==> src/rtl/sys_cmd_master.sv <==
// Host-side command initiator: frames one register/ALU command onto a UART
// byte stream and waits for the single response byte (reads and ALU only).
module sys_cmd_master #(
    parameter int TIMEOUT = 4096,
    parameter int TO_W    = 16
) (
    input  logic       CLK,
    input  logic       RST,
    input  logic       CMD_VLD,
    output logic       CMD_RDY,
    input  logic [1:0] CMD_TYPE,
    input  logic [3:0] CMD_ADDR,
    input  logic [7:0] CMD_WDATA,
    input  logic [7:0] CMD_OPA,
    input  logic [7:0] CMD_OPB,
    input  logic [3:0] CMD_FUN,
    output logic [7:0] TX_DATA,
    output logic       TX_VLD,
    input  logic       TX_RDY,
    input  logic [7:0] RX_DATA,
    input  logic       RX_VLD,
    output logic [7:0] RSP_DATA,
    output logic       RSP_VLD,
    output logic       RSP_TIMEOUT,
    output logic       CMD_DONE
);

    typedef enum logic [1:0] {IDLE, SEND, WAIT_RSP} state_t;

    localparam logic [TO_W-1:0] TO_LAST = TO_W'(TIMEOUT - 1);

    state_t          state, state_nxt;
    logic [1:0]      idx, idx_nxt;
    logic [TO_W-1:0] cnt, cnt_nxt;
    logic            rsp_vld_nxt, rsp_to_nxt, done_nxt, capture;

    logic [1:0] typ;
    logic [3:0] addr, fun;
    logic [7:0] wdata, opa, opb;

    function automatic logic [1:0] frame_last(input logic [1:0] t);
        case (t)
            2'b00:   frame_last = 2'd2;
            2'b10:   frame_last = 2'd3;
            default: frame_last = 2'd1;
        endcase
    endfunction

    function automatic logic [7:0] frame_byte(
        input logic [1:0] t, input logic [1:0] i,
        input logic [3:0] a, input logic [7:0] wd,
        input logic [7:0] oa, input logic [7:0] ob, input logic [3:0] f
    );
        frame_byte = 8'h00;
        case (t)
            2'b00: case (i)
                2'd0:    frame_byte = 8'hAA;
                2'd1:    frame_byte = {4'h0, a};
                default: frame_byte = wd;
            endcase
            2'b01:   frame_byte = (i == 2'd0) ? 8'hBB : {4'h0, a};
            2'b10: case (i)
                2'd0:    frame_byte = 8'hCC;
                2'd1:    frame_byte = oa;
                2'd2:    frame_byte = ob;
                default: frame_byte = {4'h0, f};
            endcase
            default: frame_byte = (i == 2'd0) ? 8'hDD : {4'h0, f};
        endcase
    endfunction

    // Command fields only matter while busy, so they carry no reset.
    always_ff @(posedge CLK) begin
        if (state == IDLE && CMD_VLD) begin
            typ   <= CMD_TYPE;
            addr  <= CMD_ADDR;
            wdata <= CMD_WDATA;
            opa   <= CMD_OPA;
            opb   <= CMD_OPB;
            fun   <= CMD_FUN;
        end
    end

    always_comb begin
        state_nxt   = state;
        idx_nxt     = idx;
        cnt_nxt     = cnt;
        rsp_vld_nxt = 1'b0;
        rsp_to_nxt  = 1'b0;
        done_nxt    = 1'b0;
        capture     = 1'b0;
        case (state)
            IDLE: begin
                if (CMD_VLD) begin
                    idx_nxt   = 2'd0;
                    state_nxt = SEND;
                end
            end
            SEND: begin
                if (TX_RDY) begin
                    if (idx == frame_last(typ)) begin
                        idx_nxt = 2'd0;
                        if (typ == 2'b00) begin
                            done_nxt  = 1'b1;
                            state_nxt = IDLE;
                        end else begin
                            cnt_nxt   = '0;
                            state_nxt = WAIT_RSP;
                        end
                    end else begin
                        idx_nxt = idx + 2'd1;
                    end
                end
            end
            WAIT_RSP: begin
                cnt_nxt = cnt + 1'b1;
                // A response in the final count cycle takes priority over the timeout.
                if (RX_VLD) begin
                    capture     = 1'b1;
                    rsp_vld_nxt = 1'b1;
                    done_nxt    = 1'b1;
                    state_nxt   = IDLE;
                end else if (cnt == TO_LAST) begin
                    rsp_to_nxt = 1'b1;
                    done_nxt   = 1'b1;
                    state_nxt  = IDLE;
                end
            end
            default: state_nxt = IDLE;
        endcase
    end

    always_ff @(posedge CLK or negedge RST) begin
        if (!RST) begin
            state       <= IDLE;
            idx         <= 2'd0;
            cnt         <= '0;
            RSP_DATA    <= 8'h00;
            RSP_VLD     <= 1'b0;
            RSP_TIMEOUT <= 1'b0;
            CMD_DONE    <= 1'b0;
        end else begin
            state       <= state_nxt;
            idx         <= idx_nxt;
            cnt         <= cnt_nxt;
            RSP_VLD     <= rsp_vld_nxt;
            RSP_TIMEOUT <= rsp_to_nxt;
            CMD_DONE    <= done_nxt;
            if (capture) RSP_DATA <= RX_DATA;
        end
    end

    // Handshake outputs decode purely from registered state and index.
    assign CMD_RDY = (state == IDLE);
    assign TX_VLD  = (state == SEND);
    assign TX_DATA = TX_VLD ? frame_byte(typ, idx, addr, wdata, opa, opb, fun) : 8'h00;

endmodule

==> config.mk <==
export PLATFORM = sky130hd
export DESIGN_NAME = sys_cmd_master
export DESIGN_NICKNAME = d
export VERILOG_FILES = /design/src/rtl/sys_cmd_master.sv
export SDC_FILE = /design/constraint.sdc
export NUM_CORES = 1
export LEC_CHECK = 0
export CELL_PAD_IN_SITES_DETAIL_PLACEMENT = 1
export CELL_PAD_IN_SITES_GLOBAL_PLACEMENT = 1
export CORE_ASPECT_RATIO = 0.9
export CORE_MARGIN = 4
export CORE_UTILIZATION = 40
export DETAILED_ROUTE_END_ITERATION = 16
export PLACE_DENSITY_LB_ADDON = 0.1
export SYNTH_ARGS = -nofsm -noshare
export SYNTH_HDL_FRONTEND = slang
export SYNTH_SLANG_ARGS = --single-unit
==> constraint.sdc <==
create_clock -name CLK -period 2.41 [get_ports CLK]
set_input_delay 0.482 -clock CLK [delete_from_list [all_inputs] [get_ports CLK]]
set_output_delay 0.482 -clock CLK [all_outputs]
set_load 0.01 [all_outputs]
==> results.sh, run 1 <==
export IMPL_outcome="finished with violations"
export IMPL_violations="negative setup slack"
export IMPL_layout_commonest_cell="clkdlybuf4s50_1"
export IMPL_grt_pass1_vias=2785
export IMPL_place_ws_ps=-193
export IMPL_ys_seq_elements=65
export IMPL_cts_root_buf="clkbuf_8"
export IMPL_relSlewSlack_pct=61.6
export IMPL_grt_use_total_pct=19.6
export IMPL_drc=0
export IMPL_die_h_um=93.2
export IMPL_p_leak_nw=1.87
export IMPL_crit_fanout=4
export IMPL_fin_crit_ps=2510
export IMPL_max_stage_delay_ps=470
export IMPL_hold_ws_ps=511
export IMPL_synth_nets=326
export IMPL_n_antenna_cell=0
export IMPL_grt_start_max_net_pins=35
export IMPL_vias=2618
export IMPL_postLayoutCoreUtil_pct=60.4
export IMPL_postSynthAreaPerCell_um2=11.9
export IMPL_core_um2=7690
export IMPL_place_inst=448
export IMPL_cap_violations=0
export IMPL_first_iter_violations=163
export IMPL_synthArstFlopShare_pct=47.7
export IMPL_finalWirelength_um=8860
export IMPL_setup_viol=5
export IMPL_worstPathArrival_ps=2020
export IMPL_layout_setup_ws_ps=-96.5
export IMPL_syn_instance_count=271
export IMPL_gp_congestion=0.789
export IMPL_cts_tree="yes"
export IMPL_finalHoldViolations=0
export IMPL_syn2layout_area_growth_pct=44.0
export IMPL_timing_final_crit_share_pct=104
export IMPL_cp_end_kind="output pin"
export IMPL_worstMarginPinSlew_ps=561
export IMPL_layout_cells_non_filler=472
export IMPL_ys_seq_area_share_pct=55.7
export IMPL_ioPinCount=68
export IMPL_antenna_found_initial=0
export IMPL_dp_hpwl_um=5930
export IMPL_cts_buffer_depth=2
export IMPL_grt_remaining_overflow=0
export IMPL_rows=30
export IMPL_dpl_cell_area_um2=4190
export IMPL_synth_main_ff_cell="edfxtp_1"
export IMPL_cp_required_ps=1930
export IMPL_worstPathCellList="ha_4 -> buf_6 -> buf_6 -> a22o_1 -> a22oi_2 -> nor2_1 -> o211a_1 -> buf_2"
export IMPL_power_mw=5.11
export IMPL_clk_pin_slew_ps=80
export IMPL_wire_per_inst_um=18.8
export IMPL_layout_common_cells="59 x clkdlybuf4s50_1, 34 x edfxtp_1, 30 x dfrtp_1, 28 x buf_4, 25 x nand2_1"
export IMPL_initial_utilization_pct=41.9
export IMPL_fin_skew_ps=8.45
export IMPL_h_tree_depth=3
export IMPL_final_area_um2=4650
export IMPL_p_per_area_nw_per_um2=1100
export IMPL_via_per_inst=5.55
export IMPL_vdd_drop_max_mv=0.650
export IMPL_n_fill_cell=786
export IMPL_rsz0062_at_grt="true"
export IMPL_crit_type="register to output pin"
export IMPL_dieArea_um2=9570
export IMPL_syn_cell_area_um2=3230
export IMPL_die_width_um=103
export IMPL_synth_edf_count=34
export IMPL_final_nets=426
export IMPL_max_freq_ghz=0.399
export IMPL_drtAntennaViolNets=0
export IMPL_hp_class="register to register"
export IMPL_drive_gt1_share_pct=26.9
export IMPL_slowest_stage="dfrtp_2"
export IMPL_synth_distinct_cells=52
export IMPL_cp_start_kind="register"
export IMPL_fin_setup_tns_ps=-248
export IMPL_portBuffers=67
export IMPL_drt_pass1_iterations=4
export IMPL_grt_pass1_wl_um=14600
export IMPL_drv_slew=0
export IMPL_cts_buffers=9
export IMPL_clock_sinks=65
export IMPL_synth_warning_count=0
export IMPL_clkLatencyLatePin_ps=340
export IMPL_crit_top_cell="buf_6"
[power breakdown]
part / switching, mW / total, mW / internal (mW) / leakage [nW]
Clock: 0.445 / 1.12 / 0.678 / 0.125
Combinational: 1.03 / 2.20 / 1.17 / 1.03
Sequential: 0.253 / 1.78 / 1.53 / 0.707
Total: 1.73 / 5.11 / 3.38 / 1.87
[cell families after synthesis]
kind of cell	share of synthesized area, %
flops	55.7
mux	8.34
fa+ha+maj	3.10
xor+xnor	0.272
simple gates	14.3
buf+inv	3.57
compound gates	14.7
[layout make-up]
type / count / area (um2) / area share, %
clock buffer: 11 / 163 / 3.50
inverter: 13 / 51.3 / 1.10
clock inverter: 5 / 83.8 / 1.80
sequential: 65 / 1800 / 38.7
tap: 96 / 120 / 2.59
multi-input combinational: 178 / 1460 / 31.5
timing repair buffer: 104 / 968 / 20.8
[routing by layer]
layer | part of all wire (%) | track usage, %
met1 | 45 | 26.8
met2 | 48 | 31.1
met3 | 5.8 | 5.22
met4 | 1.1 | 4.70
met5 | 0 | 0
[critical path, delay by kind of cell, from the launching register on]
kind | cells | cell delay, ps
DFF | 1 | 470
adders and majority gates | 1 | 200
buffers and inverters | 3 | 390
AOI/OAI and AO/OA | 3 | 560
and+or+nand+nor | 1 | 70
[path summary, 6_finish.rpt]
path	startpoint	cells after the start	slack, ps	to
min in group asynchronous	RST	2	560	state[0]$_DFFE_PN0P_
max	idx[0]$_DFFE_PN0P_	8	-100	TX_DATA[7]
min	RSP_DATA[7]$_DFFE_PN0P_	1	510	RSP_DATA[7]$_DFFE_PN0P_
max reg2reg	state[1]$_DFFE_PN0P_	7	310	cnt[14]$_DFFE_PN0P_
min reg2reg	RSP_DATA[7]$_DFFE_PN0P_	1	510	RSP_DATA[7]$_DFFE_PN0P_
max in group asynchronous	RST	2	1530	idx[0]$_DFFE_PN0P_
[synthesized netlist by cell type, drive strengths merged (5+ instances only)]
cell    number  share of area, %
nand2b      13               2.6
nand4        6               1.2
ha           8               3.1
clkbuf       8              0.93
nand2       26               3.0
buf          7               1.1
inv         13               1.5
and3         5              0.97
nor2         9               1.0
mux2i       13               4.0
a22o         8               2.2
dfrtp       31                24
o21ai        9               1.5
a21oi        8               1.2
edfxtp      34                32
nand3        5              0.78
mux2        12               4.3
a211oi       6               1.4
[what timing repair did]
item,4_1_cts,5_1_grt
hold buffers,0,0
cloned,0,0
buffers inserted,9,1
gates resized for setup,65,9
endpoints found under the setup margin,9,9
pin swaps,17,10
[state kept, by name, summed over array words and instances (netlist names)]
| name | count |
|---|---|
| opb | 8 |
| RSP_VLD | 1 |
| addr | 4 |
| idx | 2 |
| wdata | 8 |
| opa | 8 |
| CMD_DONE | 1 |
| typ | 2 |
| RSP_TIMEOUT | 1 |
| state | 2 |
| cnt | 16 |
| RSP_DATA | 8 |
| fun | 4 |
Note: power is estimated with default switching activity, not from simulation.
==> run 2, diff against run 1 <==
--- a/config.mk
+++ b/config.mk
@@ -8,7 +8,6 @@
 export CELL_PAD_IN_SITES_DETAIL_PLACEMENT = 1
 export CELL_PAD_IN_SITES_GLOBAL_PLACEMENT = 1
 export CORE_ASPECT_RATIO = 0.9
-export CORE_MARGIN = 4
 export CORE_UTILIZATION = 40
 export DETAILED_ROUTE_END_ITERATION = 16
 export PLACE_DENSITY_LB_ADDON = 0.1
==> results.sh, run 2 (synthesis gave the netlist of run 1 again) <==
export IMPL_outcome="finished with violations"
export IMPL_violations="negative setup slack"
export IMPL_max_freq_ghz=0.399
export IMPL_p_per_area_nw_per_um2=1090
export IMPL_crit_family="buffers and inverters"
export IMPL_cp_end_kind="output pin"
export IMPL_regMostFlops="cnt"
export IMPL_hp_class="register to register"
export IMPL_grt_pass1_vias=2724
export IMPL_rows=30
export IMPL_cts_root_buf="clkbuf_8"
export IMPL_clkLatencyLatePin_ps=350
export IMPL_first_iter_violations=114
export IMPL_max_stage_delay_ps=430
export IMPL_gp_congestion=0.861
export IMPL_cts_tree="yes"
export IMPL_cp_required_ps=1930
export IMPL_vdd_drop_max_mv=0.642
export IMPL_layout_common_cells="59 x clkdlybuf4s50_1, 34 x edfxtp_1, 30 x dfrtp_1, 26 x buf_4, 24 x nand2_1"
export IMPL_clk_pin_slew_ps=80
export IMPL_grt_start_max_net_pins=35
export IMPL_die_width_um=96.7
export IMPL_reg2reg_slack_ps=270
export IMPL_initial_utilization_pct=42.1
export IMPL_portBuffers=67
export IMPL_dpl_cell_area_um2=4180
export IMPL_largest_register_ffs=16
export IMPL_rsz0062_at_grt="true"
export IMPL_setup_viol=6
export IMPL_ioPinCount=68
export IMPL_die_h_um=87.2
export IMPL_hold_buffers=0
export IMPL_worstPathCellList="inv_2 -> ha_4 -> buf_4 -> mux2_2 -> o21ai_2 -> a21oi_2 -> buf_2"
export IMPL_vias=2559
export IMPL_syn2layout_area_growth_pct=42.5
export IMPL_final_area_um2=4600
export IMPL_fin_crit_ps=2510
export IMPL_worst_path_stages=7
export IMPL_wire_per_inst_um=18.4
export IMPL_relSlewSlack_pct=67.3
export IMPL_startpoint="idx[1]$_DFFE_PN0P_"
export IMPL_p_leak_nw=1.85
export IMPL_grt_use_total_pct=22.0
export IMPL_worstReg2RegEnd="cnt[14]$_DFFE_PN0P_"
export IMPL_layout_setup_ws_ps=-98.2
export IMPL_worstPathArrival_ps=2030
export IMPL_critical_path_endpoint="TX_DATA[3]"
export IMPL_timing_final_crit_share_pct=104
export IMPL_drv_slew=0
export IMPL_dieArea_um2=8430
export IMPL_slowest_stage="dfrtp_1"
export IMPL_hold_ws_ps=510
export IMPL_cp_start_kind="register"
export IMPL_drive_gt1_share_pct=26.9
export IMPL_layout_commonest_cell="clkdlybuf4s50_1"
export IMPL_dp_hpwl_um=6070
export IMPL_grt_remaining_overflow=0
export IMPL_worstMarginPinSlew_ps=478
export IMPL_n_antenna_cell=0
export IMPL_critPathBufInv=3
export IMPL_worstHoldStart="RSP_DATA[1]$_DFFE_PN0P_"
export IMPL_reg2regPathDepth=6
export IMPL_h_tree_depth=3
export IMPL_crit_fanout=5
export IMPL_finalHoldViolations=0
export IMPL_via_per_inst=5.43
export IMPL_drt_pass1_iterations=4
export IMPL_sw_frac_of_total_pct=34.9
export IMPL_switchingPower_mw=1.75
export IMPL_grt_pass1_wl_um=14100
export IMPL_r2r_start="typ[0]$_DFFE_PP_"
export IMPL_clock_sinks=65
export IMPL_pwr_share_comb_pct=43.3
export IMPL_cts_buffers=9
export IMPL_p_seq_share_pct=35.6
export IMPL_cts_buffer_depth=2
export IMPL_crit_type="register to output pin"
export IMPL_antenna_found_initial=0
export IMPL_drc=0
export IMPL_fin_setup_tns_ps=-326
export IMPL_finalWirelength_um=8680
export IMPL_clkPwrFrac_pct=21.1
export IMPL_fin_skew_ps=12.1
export IMPL_power_mw=5.00
export IMPL_drtAntennaViolNets=0
export IMPL_cap_violations=0
export IMPL_core_um2=7660
export IMPL_final_nets=425
export IMPL_p_int_mw=3.26
[run 2: cell count changes in the layout (fill, tap and decap cells not counted), moves of 2 or more]
cell,previous run,this run
a21oi_2,0,3
nand2_4,0,2
buf_4,28,26
buf_6,6,8
a21oi_1,8,5
[run 2: how the worst min path moves through the flow]
stage	end	slack [ps]	depth (start not counted)
after floorplan	CMD_DONE$_DFF_PN0_	190	0
after global placement	RSP_DATA[1]$_DFFE_PN0P_	490	1
after detailed placement	RSP_DATA[5]$_DFFE_PN0P_	500	1
after CTS	RSP_DATA[1]$_DFFE_PN0P_	510	1
after global routing	RSP_DATA[1]$_DFFE_PN0P_	530	1
final	RSP_DATA[1]$_DFFE_PN0P_	510	1
[run 2: area by class of cell]
class / instances / area [um2]
Fill cell: 802 / 3060
Sequential cell: 65 / 1800
Multi-Input combinational cell: 178 / 1450
Timing Repair Buffer: 103 / 956
Clock buffer: 10 / 128
Tap cell: 96 / 120
Clock inverter: 6 / 91.3
Inverter: 13 / 51.3
[run 2: worst register-to-register path, stage by stage (launching register included)]
cell and delay, ps:
edfxtp_1 600, buf_4 260, buf_4 150, nor2b_1 230
o21ai_2 120, a2111oi_0 480, mux2i_1 230
[run 2: metrics by stage]
| stage | utilization [%] | setup WS [ps] | std cells |
|---|---|---|---|
| after global placement | 54.6 | -176 | 446 |
| after floorplan | - | 243 | 271 |
| after CTS | 59.5 | -62.6 | 469 |
| after detailed placement | 54.6 | -237 | 446 |
| final | 60.0 | -98.2 | 471 |
| after global routing | 60.0 | -169 | 471 |
[run 2: power groups by stage]
stage / combinational, mW / clock [mW] / sequential [mW]
finish: 2.17 / 1.06 / 1.78
global route: 2.34 / 1.13 / 1.82
CTS: 2.11 / 1.07 / 1.78
detailed placement: 1.94 / 0 / 1.78
global placement: 1.87 / 0 / 1.76
floorplan: 1.04 / 0 / 1.75
[run 2: layer usage]
metal | vias to the layer above | track usage (%) | share of wire [%]
met5 | - | 0 | 0
met4 | 0 | 7.73 | 1.6
met3 | 11 | 6.74 | 5.8
met2 | 66 | 33.9 | 47
met1 | 1274 | 29.6 | 46
li1 | 1208 | - | -
[run 2: what timing repair did]
item / 4_1_cts / 5_1_grt
setup buffers: 7 / 2
resized for setup: 69 / 7
endpoints found under the setup margin: 8 / 8
pin swaps: 18 / 6
